**src/rtl/pilots_remove_if.sv**
```systemverilog
// Sink/source strobe bundle between FFT, pilots_remove and QPSK demod.
// PILOT_ERR_CNT_EN adds the pilot error count output.
interface pilots_remove_if;
  logic [31:0] DAT_I;
  logic        CYC_I;
  logic        STB_I;
  logic        WE_I;
  logic        ACK_O;
  logic [31:0] DAT_O;
  logic        CYC_O;
  logic        STB_O;
  logic        WE_O;
  logic        ACK_I;
`ifdef PILOT_ERR_CNT_EN
  logic [15:0] PILOT_ERR_O;
`endif

  modport master (
    output DAT_I, CYC_I, STB_I, WE_I, ACK_I,
    input  ACK_O, DAT_O, CYC_O, STB_O, WE_O
`ifdef PILOT_ERR_CNT_EN
    , input PILOT_ERR_O
`endif
  );

  modport slave (
    input  DAT_I, CYC_I, STB_I, WE_I, ACK_I,
    output ACK_O, DAT_O, CYC_O, STB_O, WE_O
`ifdef PILOT_ERR_CNT_EN
    , output PILOT_ERR_O
`endif
  );
endinterface

```
**src/rtl/pilots_remove.sv**
```systemverilog
// Drops null and pilot bins from an FFT symbol, forwards data bins.
// Define PILOT_ERR_CNT_EN to add the pilot sign-error counter.
module pilots_remove #(
  parameter int NFFT          = 2048,
  parameter int NUSED_HALF    = 840,
  parameter int PILOT_SPACING = 7,
  parameter int PILOT_OFFSET  = 0
) (
  input logic CLK_I,
  input logic RST_I,
  pilots_remove_if.slave bus
);

  localparam int KW = $clog2(NFFT);
  localparam int PW =
    (PILOT_SPACING > 1) ? $clog2(PILOT_SPACING) : 1;

  localparam logic [KW-1:0] K_LAST = KW'(NFFT - 1);
  localparam logic [31:0]   NU_LO  = 32'(NUSED_HALF);
  localparam logic [31:0]   NU_HI  = 32'(NFFT - NUSED_HALF);
  localparam logic [PW-1:0] PH_LAST = PW'(PILOT_SPACING - 1);
  // phase is (k - offset) mod spacing, so a pilot sits at phase 0
  localparam logic [PW-1:0] PH_START = PW'(
    (PILOT_SPACING - (PILOT_OFFSET % PILOT_SPACING))
    % PILOT_SPACING);

  logic [KW-1:0] bin_q, bin_d;
  logic [PW-1:0] ph_q, ph_d;
  logic [31:0]   dat_q, dat_d;
  logic          full_q, full_d;

  logic [31:0] k32;
  logic is_null, is_pilot, is_data;
  logic ack, acc, take, give;

  assign k32      = 32'(bin_q);
  assign is_null  = (bin_q == '0)
                  || (k32 > NU_LO && k32 < NU_HI);
  assign is_pilot = !is_null && (ph_q == '0);
  assign is_data  = !is_null && !is_pilot;

  // dropped bins never wait on the output register
  assign ack  = bus.STB_I & bus.CYC_I
              & (!is_data | !full_q | bus.ACK_I);
  assign acc  = bus.CYC_I & bus.STB_I & bus.WE_I & ack;
  assign take = acc & is_data;
  assign give = full_q & bus.ACK_I;

  always_comb begin
    bin_d  = bin_q;
    ph_d   = ph_q;
    full_d = take | (full_q & !give);
    dat_d  = take ? bus.DAT_I : dat_q;
    if (!bus.CYC_I) begin
      bin_d = '0;
      ph_d  = PH_START;
    end else if (acc) begin
      if (bin_q == K_LAST) begin
        bin_d = '0;
        ph_d  = PH_START;
      end else begin
        bin_d = bin_q + KW'(1);
        ph_d  = (ph_q == PH_LAST) ? '0 : ph_q + PW'(1);
      end
    end
  end

  always_ff @(posedge CLK_I or posedge RST_I) begin
    if (RST_I) begin
      bin_q  <= '0;
      ph_q   <= PH_START;
      dat_q  <= '0;
      full_q <= 1'b0;
    end else begin
      bin_q  <= bin_d;
      ph_q   <= ph_d;
      dat_q  <= dat_d;
      full_q <= full_d;
    end
  end

  assign bus.ACK_O = ack;
  assign bus.DAT_O = dat_q;
  assign bus.STB_O = full_q;
  assign bus.WE_O  = full_q;
  assign bus.CYC_O = bus.CYC_I | full_q;

`ifdef PILOT_ERR_CNT_EN
  logic [15:0] perr_q;

  // pilots are BPSK +1, so a set I sign bit is an error
  always_ff @(posedge CLK_I or posedge RST_I) begin
    if (RST_I) begin
      perr_q <= '0;
    end else if (acc) begin
      if (bin_q == '0)
        perr_q <= '0;
      else if (is_pilot && bus.DAT_I[31] && perr_q != '1)
        perr_q <= perr_q + 16'd1;
    end
  end

  assign bus.PILOT_ERR_O = perr_q;
`endif

endmodule

```
**src/flat_wrapper.sv**
```systemverilog
// flat-port wrapper written by rule: the top's interface ports become plain ports
module pilots_remove_flat 
#(
  parameter int NFFT          = 2048,
  parameter int NUSED_HALF    = 840,
  parameter int PILOT_SPACING = 7,
  parameter int PILOT_OFFSET  = 0
)
  (CLK_I, RST_I, bus_DAT_I, bus_CYC_I, bus_STB_I, bus_WE_I, bus_ACK_I, bus_ACK_O, bus_DAT_O, bus_CYC_O, bus_STB_O, bus_WE_O);
  pilots_remove_if bus_i ();
  input logic CLK_I;
  input logic RST_I;
  input wire logic [$bits(bus_i.DAT_I)-1:0] bus_DAT_I;
  input wire logic [$bits(bus_i.CYC_I)-1:0] bus_CYC_I;
  input wire logic [$bits(bus_i.STB_I)-1:0] bus_STB_I;
  input wire logic [$bits(bus_i.WE_I)-1:0] bus_WE_I;
  input wire logic [$bits(bus_i.ACK_I)-1:0] bus_ACK_I;
  output wire logic [$bits(bus_i.ACK_O)-1:0] bus_ACK_O;
  output wire logic [$bits(bus_i.DAT_O)-1:0] bus_DAT_O;
  output wire logic [$bits(bus_i.CYC_O)-1:0] bus_CYC_O;
  output wire logic [$bits(bus_i.STB_O)-1:0] bus_STB_O;
  output wire logic [$bits(bus_i.WE_O)-1:0] bus_WE_O;
  assign bus_i.DAT_I = bus_DAT_I;
  assign bus_i.CYC_I = bus_CYC_I;
  assign bus_i.STB_I = bus_STB_I;
  assign bus_i.WE_I = bus_WE_I;
  assign bus_i.ACK_I = bus_ACK_I;
  assign bus_ACK_O = bus_i.ACK_O;
  assign bus_DAT_O = bus_i.DAT_O;
  assign bus_CYC_O = bus_i.CYC_O;
  assign bus_STB_O = bus_i.STB_O;
  assign bus_WE_O = bus_i.WE_O;
  pilots_remove #(.NFFT(NFFT), .NUSED_HALF(NUSED_HALF), .PILOT_SPACING(PILOT_SPACING), .PILOT_OFFSET(PILOT_OFFSET)) u_core (.CLK_I(CLK_I), .RST_I(RST_I), .bus(bus_i));
endmodule
```
**config.mk**
```make
export PLATFORM = sky130hd
export DESIGN_NAME = pilots_remove_flat
export DESIGN_NICKNAME = d
export VERILOG_FILES = /design/src/rtl/pilots_remove_if.sv /design/src/rtl/pilots_remove.sv /design/src/flat_wrapper.sv
export SDC_FILE = /design/constraint.sdc
export NUM_CORES = 1
export LEC_CHECK = 0
export ABC_CLOCK_PERIOD_IN_PS = 3600
export CORE_UTILIZATION = 49
export DETAILED_ROUTE_END_ITERATION = 8
export PLACE_DENSITY = 0.85
export SLEW_MARGIN = 0
export SYNTH_ARGS = -nofsm -noshare
export SYNTH_HDL_FRONTEND = slang
export SYNTH_SLANG_ARGS = --single-unit
```
**constraint.sdc**
```tcl
create_clock -name CLK_I -period 3.6 [get_ports CLK_I]
set_clock_uncertainty 0.2 [all_clocks]
set_input_delay 0.54 -clock CLK_I [delete_from_list [all_inputs] [get_ports CLK_I]]
set_output_delay 0.54 -clock CLK_I [all_outputs]
set_load 0.1 [all_outputs]
```
# Yosys cells after proc, flatten, opt, wreduce, memory -nomap -nowiden
# Cells that the tools add are included.
[word_totals] word_cells=40 regBits=47 output_inout_bits=36
[classes] n_bitwise=11 n_addsub=2 muxes=7 magnitude_cmp=2 n_reduce_logical=11 n_eq_ne=3
[op_table] op="11-bit 2-to-1 mux" count=3
[op_table] op="3-bit 2-to-1 mux" count=4
[op_table] op="11-bit by 1-bit adder with 11-bit output (second input constant)" count=1
[op_table] op="11-bit == test (second input constant)" count=1
[op_table] op="11-bit by 10-bit greater-than comparator with 1-bit output (second input constant)" count=1
[op_table] op="11-bit zero test" count=1
[op_table] op="11-bit less-than comparator (second input constant)" count=1
[op_table] op="1-bit AND" count=7
[op_table] op="1-bit zero test" count=5
[op_table] op="1-bit bitwise OR" count=4
[op_table] op="3-bit by 1-bit adder with 3-bit output (second input constant)" count=1
[op_table] op="3-bit == test (second input constant)" count=1
[op_table] op="1-bit logical AND" count=3
[op_table] op="3-bit zero test" count=1
[op_table] op="2-bit by 1-bit inequality test with 1-bit output (second input constant)" count=1
[op_table] op="1-bit logical OR" count=1

# Logic depth before layout (Yosys ltp)
# Gate-level depths: netlist of run 1.
[depth] ltp_word=14 ltp_mapped=10 ltp_nobuf=8

# Least setup slack after synthesis of run 1
# Ideal clock, no wire load.
[synth_timing] path_kind="register to output" start="register u_core.bin_q[0]" end="output port bus_ACK_O" arrival_time_ns=2.242 path_buffers=0 setup_slack_ns=0.618 stages_incl_launch_ff=8 t_required_ns=2.860 path_cell_list="dfrtp_1 -> inv_1 -> ha_1 -> nor4b_2 -> a31o_2 -> a211oi_4 -> or3_2 -> and3_1"
[synth_between] elab_chain_len=11 elab_cells_between_ends=13 cone_classes="order compare (2); bitwise (3); reduce/logical (8)"
[synth_rtl] item="start: declaration" line_no="pilots_remove.sv:27" text="logic [KW-1:0] bin_q, bin_d;"
[synth_rtl] item="start signal: assignment" line_no="pilots_remove.sv:75" text="bin_q <= bin_d;"
[synth_rtl] item="11-bit by 10-bit greater-than comparator with 1-bit output or 11-bit less-than comparator (tied branches)" line_no="pilots_remove.sv:38" text="|| (k32 > NU_LO && k32 < NU_HI);"
[synth_rtl] item="1-bit logical AND" line_no="pilots_remove.sv:38"
[synth_rtl] item="1-bit logical OR (*)" line_no="pilots_remove.sv:38"
[synth_rtl] item="1-bit zero test (*)" line_no="pilots_remove.sv:39, pilots_remove.sv:40"
[synth_rtl] item="1-bit logical AND" line_no="pilots_remove.sv:39" text="assign is_pilot = !is_null && (ph_q == '0);"
[synth_rtl] item="1-bit zero test" line_no="pilots_remove.sv:40" text="assign is_data = !is_null && !is_pilot;"
[synth_rtl] item="1-bit logical AND (*)" line_no="pilots_remove.sv:40"
[synth_rtl] item="1-bit zero test (*)" line_no="pilots_remove.sv:44" text="& (!is_data | !full_q | bus.ACK_I);"
[synth_rtl] item="1-bit bitwise OR (*) (2 in a row)" line_no="pilots_remove.sv:44"
[synth_rtl] item="1-bit AND (*)" line_no="pilots_remove.sv:44"
[synth_rtl] item="end: declaration" line_no="flat_wrapper.sv:18" text="output wire logic [$bits(bus_i.ACK_O)-1:0] bus_ACK_O;"
# Every way passes the cells marked *; elsewhere a longest branch is shown, timed or not.

# Worst setup path in the final report of run 1
# Same ends and word-level chain as after synthesis.

==> impl_metrics.yaml, run 1 <==
setup_path:
  crit_family: "simple AND/OR/NAND/NOR gates"
  path_cells: "inv_1 > ha_1 > nor4b_2 > a31o_2 > a211oi_4 > or3_2 > and3_1 > buf_12"
  slowest_stage: "or3_2"
  required_ns: 2.86
  crit_arrival_ns: 2.38
  critPathKind: "register to output pin"
  path_buf_inv: 2
  end_kind: "output pin"
  critPathMaxFanout: 4
  start_kind: "register"
  max_stage_delay_ns: 0.51
finish:
  nFillCells: 307
  multi_input_area_um2: 943
  syn_to_final_growth_pct: 37.3
  drive_above_1_share_pct: 21.0
  regArea_um2: 1180
  diodes: 0
  fin_nets: 296
clocking:
  cts_tree: "yes"
  cts_setup_buffers: 0
  cts_buffer_depth: 2
  cts.sinks: 47
  cts_root_buf: "clkbuf_8"
  h-tree-depth: 2
  numCtsBuffers: 5
  holdBufCountCts: 0
  cts.clk_slew.worst_paths_ns: 0.08
  clk_latency_ns: 0.30
  cts-resized-gates: 0
outcome:
  status: "completed"
timing:
  rsz0062_at_grt: "no"
  min_period_over_period_pct: 86.6
  final.min_clock_period_ns: 3.12
  slew_headroom_pct: 32.1
  hold_viol: 0
  worstMarginPinSlew_ns: 1.01
  setup_viol: 0
  fmaxAchievable_ghz: 0.321
  fin_setup_tns_ns: 0
  slew_viol_final: 0
yosys:
  async_flop_share_pct: 100
  synth-seq-cells: 47
  ys.flop_type: "dfrtp_1"
  synthCells: 184
  synthDistinctLibCells: 45
  ys_warn_count: 0
  synth_area_per_cell_um2: 12.1
  synth_edf_count: 0
  ys_seq_area_share_pct: 52.9
  syn_area_um2: 2220
  synth_nets: 224
min_path:
  min_path_type: "register to register"
pwr:
  p_per_area_nw_per_um2: 569
  p_leak_nw: 1.29
  total_power_w: 0.00174
  peakVddDrop_mv: 0.467
routing:
  drt_iter0_drc: 85
  drc: 0
  drt_wl_total_mm: 4.74
  postRouteAntennaNets: 0
  wire_per_inst_um: 15.3
  via_per_inst: 5.56
  drt_pre_antenna_iters: 4
  num_vias: 1718
grt:
  grt_max_degree: 48
  grt_first_pass_wirelength_mm: 8.01
  grt_util_all_layers_pct: 21.4
  grt-ovfl-total: 0
  grt_pass1_vias: 1714
  grt_antenna_before_repair: 0
floorplan:
  die_area_um2: 4810
  initial_core_util_pct: 51.1
  num_io_pins: 74
  row_count: 24
  die_h_um: 69.4
  coreArea_um2: 4350
  die_x_um: 69.4
flow_run:
  drv_cap: 0
placement:
  io_buffers: 73
  dp_hpwl_mm: 3.39
  place.gp.congestion: 0.796
==> Yosys cell counts, drive strengths merged (2+ instances only) <==
cell    instances  share of area (%)
nor2b           2               0.56
dfrtp          47                 53
buf             8                3.4
a21oi           5                1.1
nand2b          5                1.4
o31ai           5                1.9
o32ai           2               0.79
o21a            3                1.0
and3            2               0.56
nand3b          2               0.68
o21ai           7                1.6
or3             2               0.62
o211ai          2               0.68
nor3            3               0.90
inv             6                1.0
mux2           32                 16
nor4            2               0.84
ha              2                1.1
nand4           2               0.56
nor2            4               0.68
clkbuf          3               0.51
nand2          12                2.0
nand3          11                2.5
==> flip-flops by register name (all words and copies together) (netlist names) <==
register	count
u_core.bin_q	11
u_core.bus.DAT_O	32
u_core.bus.STB_O	1
u_core.ph_q	3
==> cell type report <==
type / instances / area share, %
Sequential cell: 47 / 38.5
Multi-Input combinational cell: 120 / 30.9
Timing Repair Buffer: 76 / 24.9
Clock buffer: 6 / 2.38
Tap cell: 52 / 2.13
Inverter: 6 / 0.738
Clock inverter: 2 / 0.410
==> path summary, 6_finish.rpt <==
| path | start | endpoint | slack (ns) | depth (start not counted) |
|---|---|---|---|---|
| min in group asynchronous | RST_I | u_core.bus.DAT_O[13] | 0.58 | 2 |
| worst min-delay path | u_core.bus.DAT_O[20] | u_core.bus.DAT_O[20] | 0.31 | 1 |
| worst max-delay path | u_core.bin_q[0] | bus_ACK_O | 0.48 | 8 |
| worst max register to register | u_core.bin_q[0] | u_core.bin_q[8] | 1.00 | 9 |
| worst min register to register | u_core.bus.DAT_O[20] | u_core.bus.DAT_O[20] | 0.31 | 1 |
| max in group asynchronous | RST_I | u_core.bus.DAT_O[22] | 2.01 | 2 |
==> power by group <==
part / internal, W / switching (W) / leakage, nW
clock network: 0.000136 / 0.000176 / 0.0412
logic: 0.000203 / 0.000588 / 0.612
registers: 0.000596 / 0.0000376 / 0.634
total: 0.000934 / 0.000801 / 1.29
==> kinds of logic after synthesis <==
group,share of synthesized area [%]
mux,16.7
buf+inv,4.95
flops,52.9
compound gates,9.79
fa+ha+maj,1.13
simple gates,14.6
==> worst register-to-register path, delay by kind of cell, from the launching register on <==
family | cells | cell delay [ns]
fa+ha+maj | 1 | 0.18
simple gates | 2 | 0.67
compound gates | 4 | 0.78
buf+inv | 2 | 0.29
flops | 1 | 0.40
==> cell usage in the layout, fill, tap and decap left out, drive strengths merged, types with 4 or more instances in the layout <==
| cell type | count |
|---|---|
| nand3 | 11 |
| a21oi | 5 |
| o21ai | 7 |
| buf | 5 |
| clkbuf | 6 |
| nand2b | 5 |
| nand2 | 12 |
| mux2 | 32 |
| o31ai | 5 |
| dfrtp | 47 |
| clkdlybuf4s50 | 71 |
| inv | 6 |
| nor2 | 4 |
==> stage by stage <==
| step | setup slack, ns | util (%) | cell area (um^2) | std cells | hold WS [ns] |
|---|---|---|---|---|---|
| after detailed placement | 0.789 | 68.2 | 2970 | 301 | 0.294 |
| after floorplan | 0.618 | - | 2220 | 184 | 0.316 |
| after global placement | 0.835 | 68.2 | 2970 | 301 | 0.288 |
| final | 0.483 | 70.1 | 3050 | 309 | 0.308 |
| after global routing | 0.333 | 70.1 | 3050 | 309 | 0.327 |
| after CTS | 0.474 | 70.1 | 3050 | 309 | 0.314 |
==> layer usage <==
layer	track usage [%]	wire (um)
met4	8.84	97
met1	27.5	2080
met3	8.72	394
met5	0	0
met2	32.0	2160
Power figures use the tool's default switching activity.
==> inputs of run 2 (changes only) <==
Settings changed: CTS_CLUSTER_SIZE from default to 40.
==> results of run 2 <==
No change in the layout: final DEF, timing and power equal those of run 1.
